File: src/rtl/dc_wr_fifo.sv
// Store write buffer in front of the data cache: in-order store queue with line-overlap conflict detect.
// Optional macro DC_WR_FIFO_HWM_EN adds the wr_fifo_hwm high-water-mark output.

module dc_wr_fifo_lines (
    input  logic [31:0] i_addr,
    input  logic [1:0]  i_size,
    output logic [27:0] o_l0,
    output logic [27:0] o_l1
);
    logic [4:0] w_end;

    // Offset plus byte count past 16 means the access spills into the next line.
    assign w_end = {1'b0, i_addr[3:0]} + (5'd1 << i_size);
    assign o_l0  = i_addr[31:4];
    assign o_l1  = (w_end > 5'd16) ? o_l0 + 28'd1 : o_l0;
endmodule

module dc_wr_fifo #(
    parameter int DEPTH = 8,
    parameter int PTR_W = 3
) (
    input  logic              clk,
    input  logic              rst_n,
    input  logic              wb_wr_valid,
    input  logic [31:0]       wb_wr_addr,
    input  logic [63:0]       wb_wr_data,
    input  logic [1:0]        wb_wr_size,
    input  logic              mem_wr_done,
    input  logic [31:0]       mem_rd_addr,
    input  logic [1:0]        mem_rd_size,
    input  logic              v_mem_read,
    output logic [31:0]       mem_wr_addr,
    output logic [63:0]       mem_wr_data,
    output logic [1:0]        mem_wr_size,
    output logic              wr_fifo_empty,
    output logic              wr_fifo_to_be_full,
    output logic              wr_fifo_full,
    output logic              mem_conflict,
    output logic              wr_fifo_ovf
`ifdef DC_WR_FIFO_HWM_EN
    , output logic [PTR_W:0]  wr_fifo_hwm
`endif
);
    logic [PTR_W-1:0]             r_wr_ptr, r_rd_ptr;
    logic [PTR_W:0]               r_count;
    logic [DEPTH-1:0]             r_vld;
    logic [DEPTH-1:0][31:0]       r_addr;
    logic [DEPTH-1:0][63:0]       r_data;
    logic [DEPTH-1:0][1:0]        r_size;
    logic                         r_ovf;

    logic                         w_empty, w_full, w_push, w_pop;
    logic [PTR_W:0]               w_cnt_nxt;
    logic [27:0]                  w_rl0, w_rl1;
    logic [DEPTH-1:0][27:0]       w_wl0, w_wl1;
    logic [DEPTH-1:0]             w_hit;

    assign w_empty = (r_count == '0);
    assign w_full  = (r_count == (PTR_W+1)'(DEPTH));
    assign w_pop   = mem_wr_done && !w_empty;
    // A pop in the same cycle frees the slot, so a push at full is still accepted.
    assign w_push  = wb_wr_valid && (!w_full || w_pop);

    always_comb begin
        w_cnt_nxt = r_count;
        if (w_push && !w_pop)      w_cnt_nxt = r_count + 1'b1;
        else if (w_pop && !w_push) w_cnt_nxt = r_count - 1'b1;
    end

    always_ff @(posedge clk or negedge rst_n) begin
        if (!rst_n) begin
            r_wr_ptr <= '0;
            r_rd_ptr <= '0;
            r_count  <= '0;
            r_vld    <= '0;
            r_ovf    <= 1'b0;
        end else begin
            r_count <= w_cnt_nxt;
            if (w_pop) begin
                r_vld[r_rd_ptr] <= 1'b0;
                r_rd_ptr        <= r_rd_ptr + 1'b1;
            end
            // Push after pop: at full both pointers alias and the new entry must stay valid.
            if (w_push) begin
                r_vld[r_wr_ptr] <= 1'b1;
                r_wr_ptr        <= r_wr_ptr + 1'b1;
            end
            if (wb_wr_valid && w_full && !w_pop) r_ovf <= 1'b1;
        end
    end

    always_ff @(posedge clk) begin
        if (w_push) begin
            r_addr[r_wr_ptr] <= wb_wr_addr;
            r_data[r_wr_ptr] <= wb_wr_data;
            r_size[r_wr_ptr] <= wb_wr_size;
        end
    end

    assign mem_wr_addr        = w_empty ? '0 : r_addr[r_rd_ptr];
    assign mem_wr_data        = w_empty ? '0 : r_data[r_rd_ptr];
    assign mem_wr_size        = w_empty ? '0 : r_size[r_rd_ptr];
    assign wr_fifo_empty      = w_empty;
    assign wr_fifo_full       = w_full;
    assign wr_fifo_to_be_full = (r_count >= (PTR_W+1)'(DEPTH-1));
    assign wr_fifo_ovf        = r_ovf;

    dc_wr_fifo_lines u_rd_lines (
        .i_addr (mem_rd_addr),
        .i_size (mem_rd_size),
        .o_l0   (w_rl0),
        .o_l1   (w_rl1)
    );

    for (genvar g = 0; g < DEPTH; g++) begin : g_ent
        dc_wr_fifo_lines u_wr_lines (
            .i_addr (r_addr[g]),
            .i_size (r_size[g]),
            .o_l0   (w_wl0[g]),
            .o_l1   (w_wl1[g])
        );
        assign w_hit[g] = r_vld[g] &&
                          ((w_rl0 == w_wl0[g]) || (w_rl0 == w_wl1[g]) ||
                           (w_rl1 == w_wl0[g]) || (w_rl1 == w_wl1[g]));
    end

    assign mem_conflict = v_mem_read && (|w_hit);

`ifdef DC_WR_FIFO_HWM_EN
    logic [PTR_W:0] r_hwm;

    always_ff @(posedge clk or negedge rst_n) begin
        if (!rst_n)                 r_hwm <= '0;
        else if (w_cnt_nxt > r_hwm) r_hwm <= w_cnt_nxt;
    end

    assign wr_fifo_hwm = r_hwm;
`endif
endmodule

File: config.mk
export PLATFORM = sky130hd
export DESIGN_NAME = dc_wr_fifo
export DESIGN_NICKNAME = d
export VERILOG_FILES = /design/src/rtl/dc_wr_fifo.sv
export SDC_FILE = /design/constraint.sdc
export NUM_CORES = 2
export LEC_CHECK = 0
export ABC_AREA = 1
export CAP_MARGIN = 5
export CORE_ASPECT_RATIO = 1.25
export CORE_MARGIN = 2
export CORE_UTILIZATION = 60
export DETAILED_ROUTE_END_ITERATION = 8
export HOLD_SLACK_MARGIN = 0.15
export PLACE_DENSITY = 0.88
export SYNTH_ARGS = -nofsm -noshare
export SYNTH_HDL_FRONTEND = slang
export SYNTH_SLANG_ARGS = --single-unit
File: constraint.sdc
create_clock -name clk -period 14.7 [get_ports clk]
set_input_delay 1.47 -clock clk [delete_from_list [all_inputs] [get_ports clk]]
set_output_delay 1.47 -clock clk [all_outputs]
set_load 0.02 [all_outputs]
==> results of run 1 <==
-- layer usage --
| metal | overflow | GRT usage (%) |
|---|---|---|
| met5 | 1 | 36.35 |
| met4 | 47 | 69.22 |
| met3 | 5 | 60.33 |
| met2 | 49 | 88.42 |
| met1 | 3 | 74.70 |
-- logic make-up after synthesis --
kind of cell | after synthesis
DFF | 803
buffers and inverters | 1096
adders and majority gates | 60
xor gates and xnor gates | 445
AOI/OAI and AO/OA | 724
and+or+nand+nor | 4636
-- synthesized netlist by cell type, types with 23 or more instances --
master / count / area share [%]
edfxtp_1: 784 / 42
ha_1: 50 / 1.1
nand4_1: 266 / 2.9
nand2_2: 23 / 0.25
buf_2: 93 / 0.82
a21oi_1: 133 / 1.2
nor3_1: 67 / 0.59
nand3b_1: 51 / 0.68
nand3_1: 588 / 5.2
inv_1: 738 / 4.9
xnor2_1: 209 / 3.2
buf_1: 41 / 0.27
nor2_1: 1299 / 8.6
a41oi_1: 98 / 1.5
o21ai_0: 456 / 4.0
clkbuf_1: 177 / 1.2
xor2_1: 236 / 3.7
nand2_1: 2268 / 15
-- metrics by stage --
step | hold slack, ns | cells | setup slack [ns]
floorplan | 0.4642 | 7764 | 7.988
global placement | 0.4529 | 8977 | 5.576
detailed placement | 0.4633 | 8978 | 5.544
CTS | 0.4763 | 9123 | 5.512
==> flow_metrics.tcl, run 1 <==
set metrics [dict create \
    gp_congestion 1.381 \
    synth_cell_types 48 \
    synth_fa_ha_area_share_pct 1.460 \
    grt_start_max_net_pins 138 \
    ys_ff_latch 803 \
    io_pins 240 \
    synth_xor_area_share_pct 6.892 \
    synthesis.area_sq_um 56550 \
    synth_warnings 0 \
    numCtsBuffers 78 \
    hold_buffers 0 \
    grt_pass1_wl_mm 500.7 \
    synth.net_count 7961 \
    grt_usage_pct 73.66 \
    cts.sinks 803 \
    cts_buffer_depth 3 \
    root_buffer "clkbuf_16" \
    first_global_vias 63520 \
    outcome "aborted with a tool error" \
    dp_hpwl_mm 212.5 \
    synth_top_family_by_area "simple AND/OR/NAND/NOR gates" \
    ys.flop_type "edfxtp_1" \
    synthArstFlopShare_pct 2.366 \
    haltStage "global routing" \
    placementRows 125 \
    stop_error "[ERROR GRT-0116] Global routing finished with congestion. Check the congestion regions in the DRC Viewer." \
    htreeDepth 3 \
    placed_cell_area_sq_um 59920 \
    synth_edf_count 784 \
    numPortBuffers 239 \
    yosys.area_share.simple_pct 34.41 \
    synth-compound-area-share_pct 7.144 \
    synth_mux_area_share_pct 0 \
    start_util_pct 60.67 \
    globalRouteOverflowTotal 105 \
    syn_avg_cell_area_sq_um 7.284 \
    die_x_um 278.6 \
    synthCells 7764 \
    post_cts_resized 0 \
    dieHeight_um 347.2 \
    cts_setup_buffers 0 \
    ys_seq_area_share_pct 42.47 \
]
==> inputs of run 2 (changes only) <==
CORE_ASPECT_RATIO = unset   (was 1.25)
CORE_UTILIZATION = 40   (was 60)
HOLD_SLACK_MARGIN = unset   (was 0.15)
PLACE_DENSITY = unset   (was 0.88)
PLACE_DENSITY_LB_ADDON = 0.15   (was unset)
==> flow_metrics.tcl, run 2 <==
set metrics [dict create \
    outcome "finished, violations left" \
    violations "DRC, capacitance limit, slew limit" \
    placementRows 137 \
    synthArstFlopShare_pct 2.366 \
    cts_tree "yes" \
    wl_per_cell_um 31.96 \
    maxCapViolations 1 \
    gp_congestion 1.167 \
    post-synth-top-area-cell "edfxtp_1" \
    synth_warnings 0 \
    worst_pin_slew_ns 1.538 \
    io_pins 240 \
    fin_crit_ns 9.830 \
    ys_ff_latch 803 \
    clkTransAtPathRegs_ns 0.06 \
    top_register "r_data" \
    place_inst 9657 \
    first_global_vias 54220 \
    critPathMaxStageDelay_ns 1.00 \
    synthesis.area_sq_um 56550 \
    rrSetupSlack_ns 11.03 \
    syn_avg_cell_area_sq_um 7.284 \
    yosysMostFrequentCell "nand2_1" \
    layout_commonest_cell "nand2_1" \
    grt_pass1_wl_mm 427.4 \
    dieHeight_um 380 \
    antenna_found_initial 26 \
    drive_gt1_share_pct 4.556 \
    cts_buffer_depth 3 \
    crit_cells 27 \
    drtPass1Iterations 9 \
    clkPwrFrac_pct 23.2 \
    cp-start-kind "primary input" \
    path_class "primary input to primary output" \
    max_freq_ghz 0.1017 \
    min_from "wr_fifo_ovf" \
    core_area_sq_um 139900 \
    grt_usage_pct 42.30 \
    finalCritPeriodShare_pct 66.87 \
    ys.flop_type "edfxtp_1" \
    dp_hpwl_mm 233.0 \
    htreeDepth 3 \
    skew_ns 0.1176 \
    clk_latency_ns 0.79 \
    viasPerCell 5.936 \
    grt_start_max_net_pins 167 \
    numCtsBuffers 91 \
    reg.largest.list "r_data: 512 flops, r_addr: 256 flops, r_size: 16 flops" \
    die_x_um 380 \
    n_fill_cell 14240 \
    vias 58370 \
    remaining_drc_errors 3 \
    p_comb_share_pct 46.3 \
    p_switching_mw 4.749 \
    hold_buffers 0 \
    hold_depth 1 \
    cpMostUsedCell "nand2_1" \
    synth.area.top_cells "edfxtp_1, nand2_1, nor2_1" \
    drv_slew 9 \
    setup_viol 0 \
    holdCritPathClass "flop to flop" \
    internal_power_mw 5.554 \
    cp.required_ns 13.23 \
    netSwitchingFraction_pct 46.09 \
    nets 8071 \
    synth.net_count 7961 \
    syn_to_final_growth_pct 13.08 \
    power.share.sequential_pct 30.5 \
    synth_cell_types 48 \
    cts.sinks 803 \
    worst-path-max-fanout 45 \
    r2r_start "r_count[0]" \
    ant_nets 0 \
    hold_path_end "wr_fifo_ovf" \
    start_util_pct 40.43 \
    post_cts_resized 0 \
    power_leakage_nw 26.45 \
    globalRouteOverflowTotal 0 \
    path_buf_inv 7 \
    synthTopCellsByCount "nand2_1, nor2_1, edfxtp_1" \
    numPortBuffers 239 \
    cts_setup_buffers 0 \
    synth_edf_count 784 \
    dieArea_sq_um 144400 \
    r2r-end "r_addr[96]" \
    power.density_nw_per_um2 161.1 \
    final_cell_mix "nand2_1, nor2_1, edfxtp_1" \
    ys_seq_area_share_pct 42.47 \
    cp-end-kind "primary output" \
    r2r_cells 10 \
    instances_no_fill 9834 \
    setup_tns_ns 0 \
    synthCells 7764 \
    synth_top_area_share_pct 41.63 \
    largest_reg_flops 512 \
    critical_path.slowest_cell "nand3_1" \
    root_buffer "clkbuf_16" \
    cp_top_family "simple AND/OR/NAND/NOR gates" \
    ir_worst_vdd_mv 0.1523 \
    hold_viol_final 0 \
    wirelength_mm 314.3 \
    relSlewSlack_pct -2.854 \
    rsz0062_at_grt "false" \
    drt_iter0_markers 8212 \
    final_util_pct 45.72 \
    worstPathArrival_ns 8.36 \
]
==> run 2: cell counts after synthesis <==
No cell type changed its count.
==> run 2: cell type report <==
cell class / count / area [sq um] / share of cell area, %
Antenna cell: 13 / 32.53 / 0.05087
Clock buffer: 102 / 2349 / 3.673
Clock inverter: 62 / 747.0 / 1.168
Inverter: 764 / 2883 / 4.508
Multi-Input combinational cell: 5865 / 28350 / 44.33
Sequential cell: 803 / 24020 / 37.57
Tap cell: 1876 / 2347 / 3.671
Timing Repair Buffer: 349 / 3216 / 5.029
==> run 2: kinds of logic (layout without fill, tap and decap cells) <==
| group | Yosys count | count (layout) | share of synthesized area (%) |
|---|---|---|---|
| and+or+nand+nor | 4636 | 4636 | 34.41 |
| buffers and inverters | 1096 | 1277 | 7.624 |
| DFF | 803 | 803 | 42.47 |
| AOI/OAI and AO/OA | 724 | 724 | 7.144 |
| xor gates and xnor gates | 445 | 445 | 6.892 |
| adders and majority gates | 60 | 60 | 1.460 |
| other | 0 | 13 | 0 |
==> run 2: power by group through the flow <==
stage | Combinational, mW | Sequential [mW] | Clock, mW
finish | 4.77 | 3.14 | 2.39
global route | 4.99 | 3.15 | 2.50
CTS | 4.64 | 3.13 | 2.42
detailed placement | 4.62 | 3.17 | 0
global placement | 4.63 | 3.17 | 0
floorplan | 2.52 | 3.05 | 0
==> run 2: worst max-delay path by stage <==
stage | startpoint | endpoint
after global routing | mem_rd_size[0] | mem_conflict
after floorplan | mem_wr_done | r_addr[0]
after global placement | mem_rd_size[0] | mem_conflict
after CTS | mem_rd_size[0] | mem_conflict
final | mem_rd_size[0] | mem_conflict
after detailed placement | mem_rd_size[0] | mem_conflict
==> run 2: layer usage <==
metal | wire length (um) | global-route usage (%) | vias up
li1 | - | - | 25760
met1 | 115300 | 51.83 | 27630
met2 | 133100 | 63.26 | 3874
met3 | 33910 | 10.01 | 1095
met4 | 31960 | 34.95 | 8
met5 | 52 | 0.1323 | -
==> run 2: stage by stage <==
step	setup slack (ns)	total power, mW	instance area (sq um)	hold slack, ns
after global routing	4.784	10.64	63910	0.4975
after CTS	5.369	10.19	63900	0.4757
after detailed placement	5.379	7.789	60810	0.4612
final	4.870	10.30	63950	0.4679
after global placement	5.384	7.797	60810	0.4520
after floorplan	7.988	5.573	56550	0.4642
==> run 2: worst register-to-register path: cells and delay by family (launching register included) <==
| family | cells | cell delay [ns] |
|---|---|---|
| simple gates | 6 | 1.14 |
| flops | 1 | 0.47 |
| buf+inv | 4 | 1.65 |
No activity file was read; power rests on OpenSTA's default activity.
